===== config.mk =====
export PLATFORM = sky130hd
export DESIGN_NAME = bp_zynq_bedrock_axi4_bridge
export DESIGN_NICKNAME = d
export VERILOG_FILES = /design/src/rtl/bp_zynq_bedrock_axi4_bridge.sv
export SDC_FILE = /design/constraint.sdc
export NUM_CORES = 1
export LEC_CHECK = 0
export ABC_AREA = 1
export BUFFER_PORTS_ARGS = -buffer_cell sky130_fd_sc_hd__buf_2
export CORE_AREA = 2 2 203 205
export CTS_CLUSTER_SIZE = 40
export DETAILED_ROUTE_END_ITERATION = 7
export DIE_AREA = 0 0 205 207
export GPL_TIMING_DRIVEN = 1
export PLACE_DENSITY = 0.49
export SLEW_MARGIN = 20
export SYNTH_ARGS = -nofsm -noshare
export SYNTH_HDL_FRONTEND = slang
export SYNTH_SLANG_ARGS = --single-unit
export TNS_END_PERCENT = 10

===== constraint.sdc =====
create_clock -name aclk -period 2.4 [get_ports aclk]
set_clock_uncertainty 0.15 [all_clocks]
set_input_delay 0.24 -clock aclk [delete_from_list [all_inputs] [get_ports aclk]]
set_output_delay 0.24 -clock aclk [all_outputs]
set_load 0.02 [all_outputs]

===== src/rtl/bp_zynq_bedrock_axi4_bridge.sv =====
// BedRock memory-forward/reverse to AXI4 master bridge for the unicore ZynqParrot BlackParrot.
// One transaction in flight; BP DRAM window addresses are rebased into the AXI window.
module bp_zynq_bedrock_axi4_bridge #(
  parameter int unsigned paddr_width_p = 34,
  parameter int unsigned data_width_p = 64,
  parameter int unsigned axi_addr_width_p = 32,
  parameter int unsigned axi_id_width_p = 1,
  parameter logic [paddr_width_p-1:0] dram_base_p = 34'h0_8000_0000,
  parameter logic [axi_addr_width_p-1:0] axi_base_p = 32'h1000_0000,
  parameter int unsigned max_beats_p = 8
) (
  input  logic                        aclk,
  input  logic                        aresetn,

  input  logic                        mem_fwd_v_i,
  output logic                        mem_fwd_ready_and_o,
  input  logic [3:0]                  mem_fwd_msg_type_i,
  input  logic [paddr_width_p-1:0]    mem_fwd_addr_i,
  input  logic [2:0]                  mem_fwd_size_i,
  input  logic [31:0]                 mem_fwd_payload_i,
  input  logic [data_width_p-1:0]     mem_fwd_data_i,
  input  logic                        mem_fwd_last_i,

  output logic                        mem_rev_v_o,
  input  logic                        mem_rev_ready_and_i,
  output logic [3:0]                  mem_rev_msg_type_o,
  output logic [paddr_width_p-1:0]    mem_rev_addr_o,
  output logic [2:0]                  mem_rev_size_o,
  output logic [31:0]                 mem_rev_payload_o,
  output logic [data_width_p-1:0]     mem_rev_data_o,
  output logic                        mem_rev_last_o,

  output logic [axi_addr_width_p-1:0] m_axi_awaddr,
  output logic [7:0]                  m_axi_awlen,
  output logic [2:0]                  m_axi_awsize,
  output logic [1:0]                  m_axi_awburst,
  output logic [axi_id_width_p-1:0]   m_axi_awid,
  output logic                        m_axi_awvalid,
  input  logic                        m_axi_awready,

  output logic [data_width_p-1:0]     m_axi_wdata,
  output logic [data_width_p/8-1:0]   m_axi_wstrb,
  output logic                        m_axi_wlast,
  output logic                        m_axi_wvalid,
  input  logic                        m_axi_wready,

  input  logic [1:0]                  m_axi_bresp,
  input  logic                        m_axi_bvalid,
  output logic                        m_axi_bready,

  output logic [axi_addr_width_p-1:0] m_axi_araddr,
  output logic [7:0]                  m_axi_arlen,
  output logic [2:0]                  m_axi_arsize,
  output logic [1:0]                  m_axi_arburst,
  output logic [axi_id_width_p-1:0]   m_axi_arid,
  output logic                        m_axi_arvalid,
  input  logic                        m_axi_arready,

  input  logic [data_width_p-1:0]     m_axi_rdata,
  input  logic [1:0]                  m_axi_rresp,
  input  logic                        m_axi_rlast,
  input  logic                        m_axi_rvalid,
  output logic                        m_axi_rready,

  output logic                        error_o
);

  localparam int unsigned strb_width_lp = data_width_p / 8;

  typedef enum logic [3:0] {
    IDLE, RD_AR, RD_DATA, WR_AW, WR_DATA, WR_B, WR_REV, ERR_DRAIN, ERR_REV
  } state_e;

  state_e state_q, state_n;

  logic [3:0]                  type_q;
  logic [paddr_width_p-1:0]    addr_q;
  logic [2:0]                  size_q;
  logic [31:0]                 payload_q;
  logic [axi_addr_width_p-1:0] axaddr_q;
  logic [7:0]                  axlen_q;
  logic [2:0]                  axsize_q;
  logic [strb_width_lp-1:0]    strb_q;
  logic [data_width_p-1:0]     wbuf_q;
  logic                        wbuf_v_q;
  logic [8:0]                  load_cnt_q;
  logic [7:0]                  w_cnt_q;
  logic                        w_done_q;
  logic                        fwd_done_q;
  logic                        error_q;
  logic                        live_q;

  logic [8:0]                  hdr_beats;
  logic [7:0]                  hdr_len;
  logic [2:0]                  hdr_axsize;
  logic [axi_addr_width_p-1:0] hdr_axaddr;
  logic [strb_width_lp-1:0]    hdr_strb;

  logic w_phase, w_hs, need_data, fwd_ready, fwd_hs;

  // Burst shape, rebased address and byte strobe derived from the incoming header
  always_comb begin
    hdr_beats = 9'd1;
    if (mem_fwd_size_i > 3'd3) hdr_beats = 9'd1 << (mem_fwd_size_i - 3'd3);
    if (hdr_beats > 9'(max_beats_p)) hdr_beats = 9'(max_beats_p);
    hdr_len    = 8'(hdr_beats - 9'd1);
    hdr_axsize = (mem_fwd_size_i > 3'd3) ? 3'd3 : mem_fwd_size_i;
    hdr_axaddr = axi_addr_width_p'(mem_fwd_addr_i - dram_base_p) + axi_base_p;
    if (mem_fwd_size_i >= 3'd3) hdr_axaddr[2:0] = 3'b000;
    hdr_strb = '1;
    if (mem_fwd_size_i < 3'd3)
      hdr_strb = strb_width_lp'(((16'd1 << (16'd1 << mem_fwd_size_i)) - 16'd1)
                                << mem_fwd_addr_i[2:0]);
  end

  // Write-data staging: the buffer refills while it drains; surplus forward beats are dropped
  always_comb begin
    w_phase   = (state_q == WR_AW) || (state_q == WR_DATA);
    w_hs      = w_phase && wbuf_v_q && m_axi_wready;
    need_data = (load_cnt_q <= 9'(axlen_q));
    fwd_ready = 1'b0;
    case (state_q)
      IDLE:           fwd_ready = live_q;
      ERR_DRAIN:      fwd_ready = 1'b1;
      WR_AW, WR_DATA: fwd_ready = need_data ? (!wbuf_v_q || w_hs) : !fwd_done_q;
      default:        fwd_ready = 1'b0;
    endcase
    fwd_hs = mem_fwd_v_i && fwd_ready;
  end

  always_ff @(posedge aclk or negedge aresetn) begin
    if (!aresetn) state_q <= IDLE;
    else          state_q <= state_n;
  end

  always_comb begin
    state_n        = state_q;
    mem_rev_v_o    = 1'b0;
    mem_rev_last_o = 1'b0;
    mem_rev_data_o = '0;
    m_axi_arvalid  = 1'b0;
    m_axi_awvalid  = 1'b0;
    m_axi_wvalid   = 1'b0;
    m_axi_bready   = 1'b0;
    m_axi_rready   = 1'b0;
    case (state_q)
      IDLE: begin
        if (fwd_hs) begin
          if (mem_fwd_msg_type_i == 4'd0)      state_n = RD_AR;
          else if (mem_fwd_msg_type_i == 4'd1) state_n = WR_AW;
          else if (mem_fwd_last_i)             state_n = ERR_REV;
          else                                 state_n = ERR_DRAIN;
        end
      end
      RD_AR: begin
        m_axi_arvalid = 1'b1;
        if (m_axi_arready) state_n = RD_DATA;
      end
      RD_DATA: begin
        m_axi_rready   = mem_rev_ready_and_i;
        mem_rev_v_o    = m_axi_rvalid;
        mem_rev_data_o = m_axi_rdata;
        mem_rev_last_o = m_axi_rlast;
        if (m_axi_rvalid && mem_rev_ready_and_i && m_axi_rlast) state_n = IDLE;
      end
      WR_AW: begin
        m_axi_awvalid = 1'b1;
        m_axi_wvalid  = wbuf_v_q;
        if (m_axi_awready) state_n = WR_DATA;
      end
      WR_DATA: begin
        m_axi_wvalid = wbuf_v_q;
        if (w_done_q && fwd_done_q) state_n = WR_B;
      end
      WR_B: begin
        m_axi_bready = 1'b1;
        if (m_axi_bvalid) state_n = WR_REV;
      end
      WR_REV, ERR_REV: begin
        mem_rev_v_o    = 1'b1;
        mem_rev_last_o = 1'b1;
        if (mem_rev_ready_and_i) state_n = IDLE;
      end
      ERR_DRAIN: begin
        if (mem_fwd_v_i && mem_fwd_last_i) state_n = ERR_REV;
      end
      default: state_n = IDLE;
    endcase
  end

  // Header capture, write buffer, beat counters and sticky error
  always_ff @(posedge aclk or negedge aresetn) begin
    if (!aresetn) begin
      type_q     <= '0;
      addr_q     <= '0;
      size_q     <= '0;
      payload_q  <= '0;
      axaddr_q   <= '0;
      axlen_q    <= '0;
      axsize_q   <= '0;
      strb_q     <= '0;
      wbuf_q     <= '0;
      wbuf_v_q   <= 1'b0;
      load_cnt_q <= '0;
      w_cnt_q    <= '0;
      w_done_q   <= 1'b0;
      fwd_done_q <= 1'b0;
      error_q    <= 1'b0;
      live_q     <= 1'b0;
    end else begin
      live_q <= 1'b1;
      if (state_q == IDLE && fwd_hs) begin
        type_q     <= mem_fwd_msg_type_i;
        addr_q     <= mem_fwd_addr_i;
        size_q     <= mem_fwd_size_i;
        payload_q  <= mem_fwd_payload_i;
        axaddr_q   <= hdr_axaddr;
        axlen_q    <= hdr_len;
        axsize_q   <= hdr_axsize;
        strb_q     <= hdr_strb;
        wbuf_q     <= mem_fwd_data_i;
        wbuf_v_q   <= (mem_fwd_msg_type_i == 4'd1);
        load_cnt_q <= 9'd1;
        w_cnt_q    <= '0;
        w_done_q   <= 1'b0;
        fwd_done_q <= mem_fwd_last_i;
        if (mem_fwd_msg_type_i > 4'd1) error_q <= 1'b1;
      end
      if (w_hs) begin
        w_cnt_q  <= w_cnt_q + 8'd1;
        wbuf_v_q <= 1'b0;
        if (w_cnt_q == axlen_q) w_done_q <= 1'b1;
      end
      if (w_phase && fwd_hs) begin
        fwd_done_q <= fwd_done_q | mem_fwd_last_i;
        if (need_data) begin
          wbuf_q     <= mem_fwd_data_i;
          wbuf_v_q   <= 1'b1;
          load_cnt_q <= load_cnt_q + 9'd1;
        end
      end
      if (state_q == RD_DATA && m_axi_rvalid && mem_rev_ready_and_i && m_axi_rresp != 2'b00)
        error_q <= 1'b1;
      if (state_q == WR_B && m_axi_bvalid && m_axi_bresp != 2'b00)
        error_q <= 1'b1;
    end
  end

  assign mem_fwd_ready_and_o = fwd_ready;
  assign mem_rev_msg_type_o  = type_q;
  assign mem_rev_addr_o      = addr_q;
  assign mem_rev_size_o      = size_q;
  assign mem_rev_payload_o   = payload_q;

  assign m_axi_awaddr  = axaddr_q;
  assign m_axi_awlen   = axlen_q;
  assign m_axi_awsize  = axsize_q;
  assign m_axi_awburst = 2'b01;
  assign m_axi_awid    = '0;
  assign m_axi_wdata   = wbuf_q;
  assign m_axi_wstrb   = strb_q;
  assign m_axi_wlast   = (w_cnt_q == axlen_q);
  assign m_axi_araddr  = axaddr_q;
  assign m_axi_arlen   = axlen_q;
  assign m_axi_arsize  = axsize_q;
  assign m_axi_arburst = 2'b01;
  assign m_axi_arid    = '0;
  assign error_o       = error_q;

endmodule


; ---- Word level (Yosys, flattened, before mapping)
; Index checks and enable logic that the tools add are counted.
[word_totals]
register_bits = 214
in_bits = 216
out_inout_bits = 311
wordCells = 131
[classes]
n_addsub = 7
n_lt_le_gt_ge = 6
eq_ne = 18
shift = 4
muxes = 48
n_bitwise = 1
n_reduce_logical = 30
[op_table]
columns = operator, count
row1 = two-way mux 64 bit, 4
row2 = two-way mux 4 bit, 11
row3 = two-way mux 9 bit, 4
row4 = adder 32 x 29 -> 32 bit (second input constant), 1
row5 = two-way mux 8 bit, 4
row6 = one-hot mux 4 bit (8 select lines), 1
row7 = subtractor 32 bit (second input constant), 1
row8 = two-way mux 1 bit, 19
row9 = equality test 4 x 3 -> 1 bit (second input constant), 4
row10 = << shifter 1 x 16 -> 16 bit (first input constant), 1
row11 = << shifter 1 x 3 -> 16 bit (first input constant), 1
row12 = << shifter 16 x 3 -> 8 bit, 1
row13 = subtractor 16 x 1 -> 16 bit (second input constant), 1
row14 = logical AND 1 bit, 14
row15 = != test 2 bit (second input constant), 7
row16 = adder 9 x 1 -> 9 bit (second input constant), 1
row17 = > comparator 9 x 4 -> 1 bit (second input constant), 1
row18 = <= comparator 9 x 8 -> 1 bit, 1
row19 = << shifter 1 x 3 -> 9 bit (first input constant), 1
row20 = adder 8 x 1 -> 8 bit (second input constant), 1
row21 = equality test 4 x 1 -> 1 bit (second input constant), 2
row22 = equality test 4 x 2 -> 1 bit (second input constant), 2
row23 = equality test 8 bit, 1
row24 = logical NOT 4 bit, 2
row25 = other kinds (19), 28

; ---- Depth between registers and ports, before layout
; Gate-level depths: netlist of the first run.
[depth]
ltp_word = 13
depth_mapped = 19

; ---- Worst setup path after synthesis of the first run
; Ideal clock, no wire load.
[synth_timing]
path_type = register -> register
startpoint = register axlen_q[4], in the netlist m_axi_arlen[4]
endpoint = register addr_q[10], in the netlist mem_rev_addr_o[10]
arrival_time_ps = 2211
slack_ps = -77
path_stages_with_launch = 17
path_cell_list = dfrtp_1 > inv_1 > ha_1 > nand2_1 > nor2_1 > nand3b_1 > nand3_2 > nand2_4 > nand2_1 > nand3_2 > nand2_4 > nand3_2 > buf_6 > buf_4 > buf_4 > nand2_1 > nand2_1
[synth_via]
elab_chain_cells = 5
[synth_rtl]
columns = item, line
row1 = "start, declared", 81  ; logic [7:0] axlen_q;
row2 = "start signal, assigned", 218  ; axlen_q <= hdr_len;
row3 = <= comparator 9 x 8 -> 1 bit, 120  ; need_data = (load_cnt_q <= 9'(axlen_q));
row4 = two-way mux 1 bit, 125  ; WR_AW, WR_DATA: fwd_ready = need_data ? (!wbuf_v_q || w_hs) : !fwd_done_q;
row5 = one-hot mux 1 bit (3 select lines), 122  ; case (state_q)
row6 = named net mem_fwd_ready_and_o, 16  ; output logic mem_fwd_ready_and_o,
row7 = logical AND 1 bit, 128  ; fwd_hs = mem_fwd_v_i && fwd_ready;
row8 = logical AND 1 bit, 212  ; if (state_q == IDLE && fwd_hs) begin
row9 = "end signal, assigned", 214  ; addr_q <= mem_fwd_addr_i;
row10 = "end, declared", 77  ; logic [paddr_width_p-1:0] addr_q;
; The timed path passes the listed nets, and every way through them passes these cells.
; A chain may end at the register's enable or synchronous reset.

; ---- Worst setup path after layout of the first run
[layout_timing]
startpoint = register load_cnt_q[7]
endpoint = register wbuf_q[17], in the netlist m_axi_wdata[17]
[layout_via]
elab_chain_cells = 8
elab_cells_between_ends = 9
classes_between = order compare (1) / mux (5) / reduce/logical (3)
[layout_rtl]
columns = item, line
row1 = "start, declared", 86  ; logic [8:0] load_cnt_q;
row2 = "start signal, assigned", 239  ; load_cnt_q <= load_cnt_q + 9'd1;
row3 = <= comparator 9 x 8 -> 1 bit (*), 120
row4 = two-way mux 1 bit, 125
row5 = one-hot mux 1 bit (3 select lines), 122
row6 = logical AND 1 bit, 128
row7 = logical AND 1 bit, 212
row8 = two-way mux 64 bit, 212
row9 = two-way mux 64 bit, 236  ; if (need_data) begin
row10 = two-way mux 64 bit (*), 234  ; if (w_phase && fwd_hs) begin
row11 = "end signal, assigned", 221  ; wbuf_q <= mem_fwd_data_i;
row12 = "end signal, assigned", 237  ; wbuf_q <= mem_fwd_data_i;
row13 = "end, declared", 84  ; logic [data_width_p-1:0] wbuf_q;
; Mark *: on every way between the ends. The rest lies on a longest branch, timed or not.

==> results.sh, run 1 <==
export IMPL_power_density_nw_per_um2=1174
export IMPL_met3_usage=0.02391
export IMPL_syn2layout_area_growth_pct=56.51
export IMPL_finalNonFillerCells=2419
export IMPL_use_met2=0.2836
export IMPL_placed_cells=2233
export IMPL_antenna_found_initial=0
export IMPL_cts_tree="done"
export IMPL_numCtsBuffers=17
export IMPL_fillerInstances=4169
export IMPL_insertion_delay_ns=0.46
export IMPL_grt_max_degree=75
export IMPL_port_buffer_count=520
export IMPL_clock_sinks=189
export IMPL_die_h_microns=207
export IMPL_fmax_ghz=0.3985
export IMPL_leakage_nw=8.825
export IMPL_grt_pass1_wl_microns=53260
export IMPL_layout_drive_gt1_share=0.3831
export IMPL_stdcell_area_sq_um=15250
export IMPL_critPathCapture="m_axi_wdata[17]$_DFF_PN0_"
export IMPL_vdd_ir_drop_worst_uv=637.5
export IMPL_multi_input_area_sq_um=3930
export IMPL_rows=74
export IMPL_syn_area_per_cell_sq_um=7.775
export IMPL_startpoint="load_cnt_q[7]$_DFF_PN0_"
export IMPL_start_util=0.2413
export IMPL_fin_crit_sh=1.046
export IMPL_start_kind="flop"
export IMPL_ys_top_cells_by_area="dfrtp_1, nand2_1, buf_4, nand3_1, inv_1"
export IMPL_cts_root_buf="clkbuf_16"
export IMPL_worstPathRequired_ns=2.60
export IMPL_place_congestion=0.8164
export IMPL_r2r_end="m_axi_wdata[17]$_DFF_PN0_"
export IMPL_fp_dieW_microns=205
export IMPL_synthDistinctLibCells=36
export IMPL_setup_viol=163
export IMPL_htreeDepth=4
export IMPL_antenna_cells=0
export IMPL_ant_nets=0
export IMPL_io_pins=527
export IMPL_period_needed_ns=2.509
export IMPL_power_mw=17.91
export IMPL_met1_usage=0.1934
export IMPL_pre_cts_slack_ns=-0.1053
export IMPL_r2r_start="load_cnt_q[7]$_DFF_PN0_"
export IMPL_critPathKind="flop to flop"
export IMPL_synthesis_area_sq_um=9742
export IMPL_seqCellArea_sq_um=4740
export IMPL_slew_viol_final=0
export IMPL_drc=0
export IMPL_worstSetupEndpointType="flop"
export IMPL_top_usage_layer="met2"
export IMPL_ys_seq_elements=189
export IMPL_totalWireLength_microns=36130
export IMPL_hold_depth=3
export IMPL_violations="setup timing"
export IMPL_nNetsFinal=2105
export IMPL_synth_top_cell_area_share=0.4855
export IMPL_cp_arrival_ns=2.71
export IMPL_rsz0062_at_grt="true"
export IMPL_dp_hpwl_microns=25480
export IMPL_synth_seq_area_share=0.4855
export IMPL_drt_first_iter_violations=540
export IMPL_final_hold_viol_count=0
export IMPL_grt_use_total=0.1599
export IMPL_hp_class="input pin to flop"
export IMPL_routedWlPerCell_microns=14.94
export IMPL_core_area_sq_um=40370
export IMPL_maxSlewHeadroom=0.6306
export IMPL_postLayoutSetupSlackWorst_ns=-0.1094
export IMPL_status="finished, violations left"
export IMPL_yosys_warnings=0
export IMPL_syn_inst=1253
export IMPL_via_per_inst=4.183
export IMPL_r2r_slack_ns=-0.11
export IMPL_placed_area_sq_um=12720
export IMPL_cap_violations=0
export IMPL_worstPathMaxFanout=33
export IMPL_cts_buffer_depth=2
export IMPL_reg2reg_depth=14
export IMPL_grt_pass1_vias=9866
export IMPL_overflow=0
export IMPL_post_synth_top_area_cell="dfrtp_1"
export IMPL_path_clk_slew_ns=0.07
export IMPL_setup_tns_final_ns=-10.51
export IMPL_die_area_sq_um=42440
export IMPL_vias=10120
export IMPL_drt_pass1_iterations=6
export IMPL_worstMarginPinSlew_ns=0.5540
==> logic make-up after synthesis <==
kind of cell,Yosys count,share of synthesized area
DFF,189,0.4855
xor gates and xnor gates,11,0.009890
adders and majority gates,15,0.01927
other,2,0.0007709
and+or+nand+nor,727,0.3142
AOI/OAI and AO/OA,56,0.03134
buffers and inverters,253,0.1391
==> state kept, by name, summed over array words and instances (netlist names) <==
signal,flops
mem_rev_size_o,3
m_axi_arsize,3
live_q,1
fwd_done_q,1
load_cnt_q,9
mem_rev_msg_type_o,4
m_axi_araddr,7
m_axi_wstrb,8
w_done_q,1
state_q,4
wbuf_v_q,1
mem_rev_payload_o,32
error_o,1
m_axi_arlen,8
mem_rev_addr_o,34
w_cnt_q,8
m_axi_wdata,64
==> final cells by class <==
class	count	area share
Timing Repair Buffer	727	0.3170
Sequential cell	189	0.3108
Multi-Input combinational cell	816	0.2578
Tap cell	532	0.04366
Inverter	123	0.03061
Clock buffer	20	0.02995
Clock inverter	12	0.01018
==> worst max-delay path, cell delays in order (launching register included) <==
cell and delay, ns:
dfrtp_1 0.41, ha_4 0.29, nand2_2 0.06, nor2_4 0.12
buf_4 0.12, nand3_2 0.10, nand3_2 0.11, nand3_2 0.10
nand2_4 0.10, buf_6 0.10, nand3_4 0.17, buf_6 0.19
buf_16 0.16, nand3_1 0.12, nand2_1 0.06
==> Yosys cell counts, drive strengths merged <==
library cell / n
nand2: 480
dfrtp: 189
nand3: 123
inv: 122
buf: 113
nor2: 94
o21ai: 37
clkbuf: 17
ha: 15
nand4: 12
or2: 9
a21oi: 8
xor2: 8
o211ai: 7
nor3: 4
nor4: 3
xnor2: 3
a31oi: 2
conb: 2
nand3b: 2
a21boi: 1
clkinv: 1
o21a: 1
==> report_power, final <==
part | switching, mW | total [mW] | internal, mW
Combinational | 6.07 | 9.46 | 3.39
Clock | 1.35 | 3.05 | 1.70
Sequential | 0.895 | 5.39 | 4.50
==> cell usage in the layout, fill, tap and decap left out, types with 3 or more instances in the layout <==
| cell type | netlist | final |
|---|---|---|
| dlygate4sd3_1 | 0 | 136 |
| inv_6 | 0 | 5 |
| nor2_2 | 2 | 3 |
| xor2_1 | 8 | 8 |
| nand2_1 | 465 | 443 |
| nor2_1 | 90 | 87 |
| dfrtp_2 | 0 | 8 |
| dfrtp_1 | 189 | 181 |
| buf_2 | 21 | 517 |
| clkinv_2 | 0 | 3 |
| ha_4 | 0 | 6 |
| buf_16 | 0 | 4 |
| clkbuf_8 | 0 | 3 |
| nand2_2 | 12 | 31 |
| buf_12 | 0 | 10 |
| o211ai_1 | 7 | 7 |
| inv_2 | 4 | 12 |
| ha_1 | 15 | 9 |
| conb_1 | 2 | 7 |
| a21oi_1 | 8 | 7 |
| xnor2_1 | 3 | 3 |
| nand3_2 | 4 | 13 |
| clkbuf_16 | 0 | 22 |
| inv_1 | 118 | 109 |
| o21ai_1 | 10 | 16 |
| buf_4 | 84 | 46 |
| nor2_4 | 2 | 4 |
| nand4_1 | 11 | 11 |
| o21ai_0 | 27 | 17 |
| nand2_4 | 3 | 6 |
| o21ai_2 | 0 | 4 |
| bufinv_16 | 0 | 3 |
| nor3_1 | 4 | 4 |
| or2_2 | 8 | 8 |
| nand3_1 | 119 | 109 |
| buf_6 | 7 | 8 |
==> through the flow <==
step / utilization / hold slack, ns
floorplan: - / -0.2056
global placement: 0.3151 / 0.1351
detailed placement: 0.3151 / 0.1341
CTS: 0.3687 / 0.003536
global route: 0.3777 / 0.02046
finish: 0.3777 / 0.0001971
==> metal layers <==
| layer | part of all wire | vias up |
|---|---|---|
| li1 | - | 5018 |
| met1 | 0.43 | 4738 |
| met2 | 0.51 | 323 |
| met3 | 0.046 | 39 |
| met4 | 0.020 | 0 |
| met5 | 0 | - |
==> how the worst min path moves through the flow <==
stage / startpoint / end / slack (ns)
4_1_cts: m_axi_bresp[0] / error_o$_DFFE_PN0P_ / 0.004
5_1_grt: mem_fwd_addr_i[31] / mem_rev_addr_o[31]$_DFFE_PN0P_ / 0.02
6_report: mem_fwd_addr_i[31] / mem_rev_addr_o[31]$_DFFE_PN0P_ / 0.0002
2_1_floorplan: aresetn / error_o$_DFFE_PN0P_ / -0.21
3_5_place_dp: aresetn / m_axi_wdata[59]$_DFF_PN0_ / 0.13
3_3_place_gp: aresetn / m_axi_wdata[59]$_DFF_PN0_ / 0.14
==> repair_timing <==
| item | in CTS | in global routing |
|---|---|---|
| pin swaps | 14 | 13 |
| hold buffers | 136 | 0 |
| endpoints found under the setup margin | 174 | 202 |
| cloned | 0 | 6 |
| setup buffers | 5 | 7 |
| endpoints found under the hold margin | 191 | 0 |
| resized for setup | 34 | 54 |
No activity file was read; power rests on OpenSTA's default activity.
==> run 2, diff against run 1 <==
--- a/config.mk
+++ b/config.mk
@@ -5,14 +5,14 @@
 export SDC_FILE = /design/constraint.sdc
 export NUM_CORES = 1
 export LEC_CHECK = 0
-export ABC_AREA = 1
+export ABC_AREA = 0
 export BUFFER_PORTS_ARGS = -buffer_cell sky130_fd_sc_hd__buf_2
-export CORE_AREA = 2 2 203 205
+export CORE_AREA = 2 2 207 209
 export CTS_CLUSTER_SIZE = 40
 export DETAILED_ROUTE_END_ITERATION = 7
-export DIE_AREA = 0 0 205 207
+export DIE_AREA = 0 0 209 211
 export GPL_TIMING_DRIVEN = 1
-export PLACE_DENSITY = 0.49
+export PLACE_DENSITY = 0.47
 export SLEW_MARGIN = 20
 export SYNTH_ARGS = -nofsm -noshare
 export SYNTH_HDL_FRONTEND = slang
==> run 2 against run 1 <==
Effect of this change:
- the run still ends with setup timing left
- sequential cell count stayed put
- die area is 3.9% higher
- synthesized cell count is 22% lower
- first-iteration DRC count is 21% lower
- register-to-register slack worse by 0.27 ns
- wire length is 3.7% lower
- utilization is 1.1 points lower
- maximum frequency is 10% lower
- critical path type is now flop to output pin
- critical endpoint is now mem_fwd_ready_and_o
- largest cell class unchanged
- highest routed layer unchanged
==> results.sh, run 2 <==
export IMPL_status="finished, violations left"
export IMPL_violations="setup timing"
export IMPL_synth_ff_type="dfrtp_1"
export IMPL_synthDistinctLibCells=61
export IMPL_drc=0
export IMPL_async_flop_share=1.000
export IMPL_numCtsBuffers=17
export IMPL_cts_buffer_depth=2
export IMPL_grt_use_total=0.1528
export IMPL_synth_top_cell_area_share=0.4942
export IMPL_core_area_sq_um=41760
export IMPL_vdd_ir_drop_worst_uv=546.0
export IMPL_hp_class="input pin to flop"
export IMPL_synth_edf_count=0
export IMPL_critPathKind="flop to output pin"
export IMPL_worstPathMaxFanout=2
export IMPL_period_needed_ns=2.788
export IMPL_slew_viol_final=0
export IMPL_p_seq_frac=0.298
export IMPL_switchingPower_mw=7.916
export IMPL_mostFrequentLayoutCells="buf_2, nand2_1, dfrtp_1"
export IMPL_power_mw=18.22
export IMPL_drt_pass1_iterations=5
export IMPL_overflow=0
export IMPL_stdcell_area_sq_um=15310
export IMPL_power_density_nw_per_um2=1190
export IMPL_io_pins=527
export IMPL_fmax_ghz=0.3587
export IMPL_p_int_mw=10.30
export IMPL_postLayoutSetupSlackWorst_ns=-0.3876
export IMPL_cp_arrival_ns=2.40
export IMPL_yosys_top_cells_count="nand2_1, dfrtp_1, buf_4"
export IMPL_insertion_delay_ns=0.45
export IMPL_power_frac_comb=0.541
export IMPL_placed_area_sq_um=12710
export IMPL_start_kind="flop"
export IMPL_grt_pass1_wl_microns=51960
export IMPL_holdPathEnd="mem_rev_size_o[2]$_DFFE_PN0P_"
export IMPL_r2r_start="m_axi_arlen[6]$_DFFE_PN0P_"
export IMPL_cap_violations=0
export IMPL_cts_tree="done"
export IMPL_final_hold_viol_count=0
export IMPL_r2r_slack_ns=-0.38
export IMPL_totalWireLength_microns=34800
export IMPL_r2r_end="m_axi_wdata[40]$_DFF_PN0_"
export IMPL_worstSetupEndpointType="output pin"
export IMPL_hold_path_startpoint="mem_fwd_size_i[2]"
export IMPL_ys_top_cells_by_area="dfrtp_1, nand2_1, mux2_4, buf_4, and2_1"
export IMPL_dp_hpwl_microns=25550
export IMPL_drt_first_iter_violations=427
export IMPL_fin_crit_sh=1.161
export IMPL_ys_seq_elements=189
export IMPL_htreeDepth=4
export IMPL_ant_nets=0
export IMPL_setup_viol=100
export IMPL_path_clk_slew_ns=0.07
export IMPL_fin_hold_ws_ns=0.1031
export IMPL_layout_drive_gt1_share=0.4531
export IMPL_worstMarginPinSlew_ns=0.6248
export IMPL_grt_pass1_vias=9218
export IMPL_hold_depth=4
export IMPL_rows=75
export IMPL_syn2layout_area_growth_pct=59.93
export IMPL_via_per_inst=4.224
export IMPL_port_buffer_count=520
export IMPL_place_congestion=0.8539
export IMPL_worstPathRequired_ns=2.01
export IMPL_vias=9127
export IMPL_nNetsFinal=1842
export IMPL_maxSlewHeadroom=0.5835
export IMPL_grt_max_degree=61
export IMPL_yosys_warnings=0
export IMPL_swShare=0.4345
export IMPL_clock_sinks=189
export IMPL_routedWlPerCell_microns=16.11
export IMPL_largest_reg_flops=64
export IMPL_cts_root_buf="clkbuf_16"
export IMPL_post_synth_top_area_cell="dfrtp_1"
export IMPL_syn_inst=974
export IMPL_synth_most_common_cell="nand2_1"
export IMPL_synth_seq_area_share=0.4942
export IMPL_antenna_cells=0
export IMPL_antenna_found_initial=0
export IMPL_syn_area_per_cell_sq_um=9.826
export IMPL_rsz0062_at_grt="true"
export IMPL_reg2reg_depth=13
export IMPL_p_clk_frac=0.160
export IMPL_die_area_sq_um=44100
export IMPL_die_h_microns=211
export IMPL_synthesis_area_sq_um=9570
export IMPL_leakage_nw=8.045
export IMPL_fp_dieW_microns=209
export IMPL_final_common_cell="buf_2"
export IMPL_start_util=0.2292
[run 2: worst max-delay path, stage by stage (launching register included)]
cell and delay [ns]:
dfrtp_2 0.41, inv_2 0.06, ha_4 0.19, a21o_1 0.18, a211oi_4 0.25, nand3_2 0.11
and2_4 0.18, nand3b_1 0.15, a31o_2 0.29, buf_6 0.13
[run 2: worst max path at each step]
stage,to,cells after the start,slack [ns],from
floorplan,m_axi_wstrb[6]$_DFFE_PN0P_,15,-0.26,mem_fwd_size_i[1]
global placement,m_axi_wstrb[6]$_DFFE_PN0P_,13,-0.09,mem_fwd_size_i[1]
detailed placement,m_axi_wstrb[7]$_DFFE_PN0P_,14,-0.15,mem_fwd_size_i[1]
CTS,mem_fwd_ready_and_o,9,-0.46,m_axi_arlen[6]$_DFFE_PN0P_
global route,mem_fwd_ready_and_o,8,-0.51,load_cnt_q[6]$_DFF_PN0_
finish,mem_fwd_ready_and_o,9,-0.39,m_axi_arlen[6]$_DFFE_PN0P_
[run 2: final cells by class]
| class | count | area [sq um] |
|---|---|---|
| fillers | 4229 | 26450 |
| repair buffers | 739 | 5029 |
| flip-flops and latches | 189 | 4732 |
| multi-input cells | 647 | 4224 |
| well taps | 539 | 674.4 |
| clock buffers | 19 | 432.9 |
| clock inverters | 11 | 145.1 |
| inverters | 17 | 68.82 |
[run 2: through the flow]
stage / util / setup WS (ns) / setup TNS [ns] / std cells
6_report: 0.3665 / -0.3876 / -23.37 / 2161
5_1_grt: 0.3665 / -0.5097 / -35.64 / 2161
4_1_cts: 0.3589 / -0.4650 / -20.68 / 2151
3_5_place_dp: 0.3043 / -0.1516 / -0.6660 / 1970
3_3_place_gp: 0.3043 / -0.08924 / -0.2404 / 1970
2_1_floorplan: - / -0.2602 / -4.099 / 979
[run 2: cells by family after synthesis]
family,Yosys count,synth area share
AOI/OAI and AO/OA,102,0.07309
xor gates and xnor gates,13,0.01190
adders and majority gates,15,0.01961
buffers and inverters,143,0.09034
DFF,189,0.4942
muxes,79,0.1066
other,2,0.0007847
and+or+nand+nor,431,0.2036
[run 2: routing by layer]
| metal | wire length (microns) | global-route usage |
|---|---|---|
| met4 | 1299 | 0.07291 |
| met3 | 1605 | 0.02721 |
| met1 | 14140 | 0.1786 |
| met5 | 0 | 0 |
| met2 | 17760 | 0.2714 |
[run 2: timing repair]
| item | in CTS | in global routing |
|---|---|---|
| pin swaps | 9 | 10 |
| endpoints found under the hold margin | 199 | 0 |
| buffers inserted | 5 | 9 |
| resized for setup | 48 | 53 |
| setup endpoints to repair | 87 | 143 |
| hold buffers | 143 | 0 |
| cloned | 3 | 3 |
[run 2: power by group through the flow]
| stage | Sequential [mW] | Clock (mW) | Combinational (mW) |
|---|---|---|---|
| finish | 5.43 | 2.92 | 9.86 |
| global route | 5.64 | 3.16 | 10.6 |
| CTS | 5.43 | 3.05 | 9.67 |
| detailed placement | 5.48 | 0 | 9.05 |
| global placement | 5.43 | 0 | 9.00 |
| floorplan | 7.06 | 0 | 4.62 |
==> run 3, diff against run 2 <==
--- a/config.mk
+++ b/config.mk
@@ -6,14 +6,14 @@
 export NUM_CORES = 1
 export LEC_CHECK = 0
 export ABC_AREA = 0
-export BUFFER_PORTS_ARGS = -buffer_cell sky130_fd_sc_hd__buf_2
+export BUFFER_PORTS_ARGS = -buffer_cell sky130_fd_sc_hd__buf_4
 export CORE_AREA = 2 2 207 209
 export CTS_CLUSTER_SIZE = 40
 export DETAILED_ROUTE_END_ITERATION = 7
 export DIE_AREA = 0 0 209 211
 export GPL_TIMING_DRIVEN = 1
 export PLACE_DENSITY = 0.47
-export SLEW_MARGIN = 20
+export SETUP_SLACK_MARGIN = 0.05
 export SYNTH_ARGS = -nofsm -noshare
 export SYNTH_HDL_FRONTEND = slang
 export SYNTH_SLANG_ARGS = --single-unit
==> run 3 against run 2 <==
Effect of this change:
- the flow still finishes with violations (setup timing)
- clock power is 3% lower
- worst hold slack worse by 0.036 ns
- via count is 0.26% higher
- die area stayed put
- combinational power is 13% higher
- clock-buffer cell count is 2 higher
- power is 6.9% higher
- critical path depth is 1 lower
- largest cell class unchanged
==> results.sh, run 3 (same netlist as run 2, synthesis figures left out) <==
export IMPL_grt_pass1_wl_microns=53920
export IMPL_violations="setup timing"
export IMPL_via_per_inst=4.241
export IMPL_period_needed_ns=2.797
export IMPL_drt_pass1_iterations=5
export IMPL_clock_sinks=189
export IMPL_postLayoutCoreUtil=0.3989
export IMPL_finalNonFillerCells=2158
export IMPL_htreeDepth=4
export IMPL_final_hold_viol_count=0
export IMPL_cp_arrival_ns=2.41
export IMPL_fp_dieW_microns=209
export IMPL_nNetsFinal=1838
export IMPL_power_density_nw_per_um2=1169
export IMPL_power_mw=19.47
export IMPL_ant_nets=0
export IMPL_hp_class="input pin to flop"
export IMPL_vias=9151
export IMPL_cts_tree="done"
export IMPL_worstSetupEndpointType="output pin"
export IMPL_cap_violations=0
export IMPL_setup_tns_final_ns=-11.70
export IMPL_pre_cts_slack_ns=-0.1157
export IMPL_die_h_microns=211
export IMPL_mostFrequentLayoutCells="buf_4, nand2_1, dfrtp_1"
export IMPL_grt_pass1_vias=9412
export IMPL_fillerInstances=4110
export IMPL_core_area_sq_um=41760
export IMPL_drt_first_iter_violations=386
export IMPL_placed_cells=1970
export IMPL_worstPathMaxFanout=2
export IMPL_maxSlewHeadroom=0.5755
export IMPL_grt_max_degree=62
export IMPL_fin_crit_sh=1.166
export IMPL_p_clk_frac=0.146
export IMPL_final_common_cell="buf_4"
export IMPL_port_buffer_count=520
export IMPL_cts_buffer_depth=2
export IMPL_start_util=0.2292
export IMPL_stdcell_area_sq_um=16660
export IMPL_dp_hpwl_microns=26500
export IMPL_io_pins=527
export IMPL_totalWireLength_microns=35760
export IMPL_critPathKind="flop to output pin"
export IMPL_slew_viol_final=0
export IMPL_vdd_ir_drop_worst_uv=452.9
export IMPL_drc=0
export IMPL_routedWlPerCell_microns=16.57
export IMPL_worstPathRequired_ns=2.01
export IMPL_cts_root_buf="clkbuf_16"
export IMPL_critPathMaxStageDelay_ns=0.42
export IMPL_switchingPower_mw=8.031
export IMPL_crit_chain="ha_4 > a21o_1 > a211oi_2 > a22oi_2 > and2_4 > nand3b_1 > a31o_2 > buf_6"
export IMPL_insertion_delay_ns=0.45
export IMPL_layout_drive_gt1_share=0.4666
export IMPL_rsz0062_at_grt="true"
export IMPL_largest_reg_flops=64
export IMPL_overflow=0
export IMPL_p_seq_frac=0.284
export IMPL_setup_viol=87
export IMPL_start_kind="flop"
export IMPL_numCtsBuffers=17
export IMPL_worstMarginPinSlew_ns=0.6367
export IMPL_status="finished, violations left"
export IMPL_die_area_sq_um=44100
export IMPL_syn2layout_area_growth_pct=74.05
export IMPL_place_congestion=0.7925
export IMPL_postLayoutSetupSlackWorst_ns=-0.3973
export IMPL_antenna_found_initial=1
export IMPL_grt_use_total=0.1588
export IMPL_fmax_ghz=0.3575
export IMPL_rows=75
export IMPL_crit_slowest_cell="dfrtp_1"
export IMPL_swShare=0.4124
export IMPL_p_int_mw=11.44
export IMPL_leakage_nw=8.419
export IMPL_fin_hold_ws_ns=0.06696
export IMPL_r2r_slack_ns=-0.20
export IMPL_path_clk_slew_ns=0.07
export IMPL_placed_area_sq_um=14040
export IMPL_power_frac_comb=0.570
## run 3: layer usage
metal,track usage,share of wire
met1,0.1807,0.39
met2,0.2923,0.53
met3,0.02944,0.051
met4,0.06478,0.031
met5,0,0
## run 3: worst paths after layout
path,from,end,depth (start not counted)
worst max register to register,load_cnt_q[4]$_DFF_PN0_,m_axi_wdata[22]$_DFF_PN0_,10
min in group asynchronous,aresetn,mem_rev_payload_o[30]$_DFFE_PN0P_,2
worst min-delay path,mem_fwd_size_i[2],m_axi_wstrb[0]$_DFFE_PN0P_,4
max in group asynchronous,aresetn,m_axi_wdata[25]$_DFF_PN0_,3
worst min register to register,mem_rev_payload_o[14]$_DFFE_PN0P_,mem_rev_payload_o[14]$_DFFE_PN0P_,2
worst max-delay path,load_cnt_q[6]$_DFF_PN0_,mem_fwd_ready_and_o,8
## run 3: critical path: cells and delay by family (launching register included)
| family | cells | cell delay (ns) |
|---|---|---|
| buffers and inverters | 1 | 0.14 |
| adder cells (fa/ha/maj) | 1 | 0.25 |
| AND/OR/NAND/NOR | 2 | 0.33 |
| AO/OA/AOI/OAI | 4 | 0.83 |
| flip-flops | 1 | 0.42 |
## run 3: cell type report
cell class,instances,area [sq um],area share
tap,539,674.4,0.04049
clock inverter,9,113.9,0.006835
clock buffer,21,450.4,0.02704
inverter,17,68.82,0.004131
antenna,1,2.502,0.0001502
multi-input combinational,647,4293,0.2577
sequential,189,4732,0.2841
timing repair buffer,735,6322,0.3796
## run 3: repair_timing
item,CTS,global route
hold endpoints to repair,201,0
hold buffers,142,0
setup endpoints to repair,127,172
resized for setup,70,44
pin swaps,24,27
buffers inserted,7,4
cloned,4,2
## run 3: power by group through the flow
stage	Clock (mW)	Sequential [mW]	Combinational, mW
global placement	0	5.53	10.3
global route	3.10	5.74	11.8
floorplan	0	7.06	4.62
detailed placement	0	5.58	10.3
finish	2.84	5.53	11.1
CTS	2.99	5.54	11.0
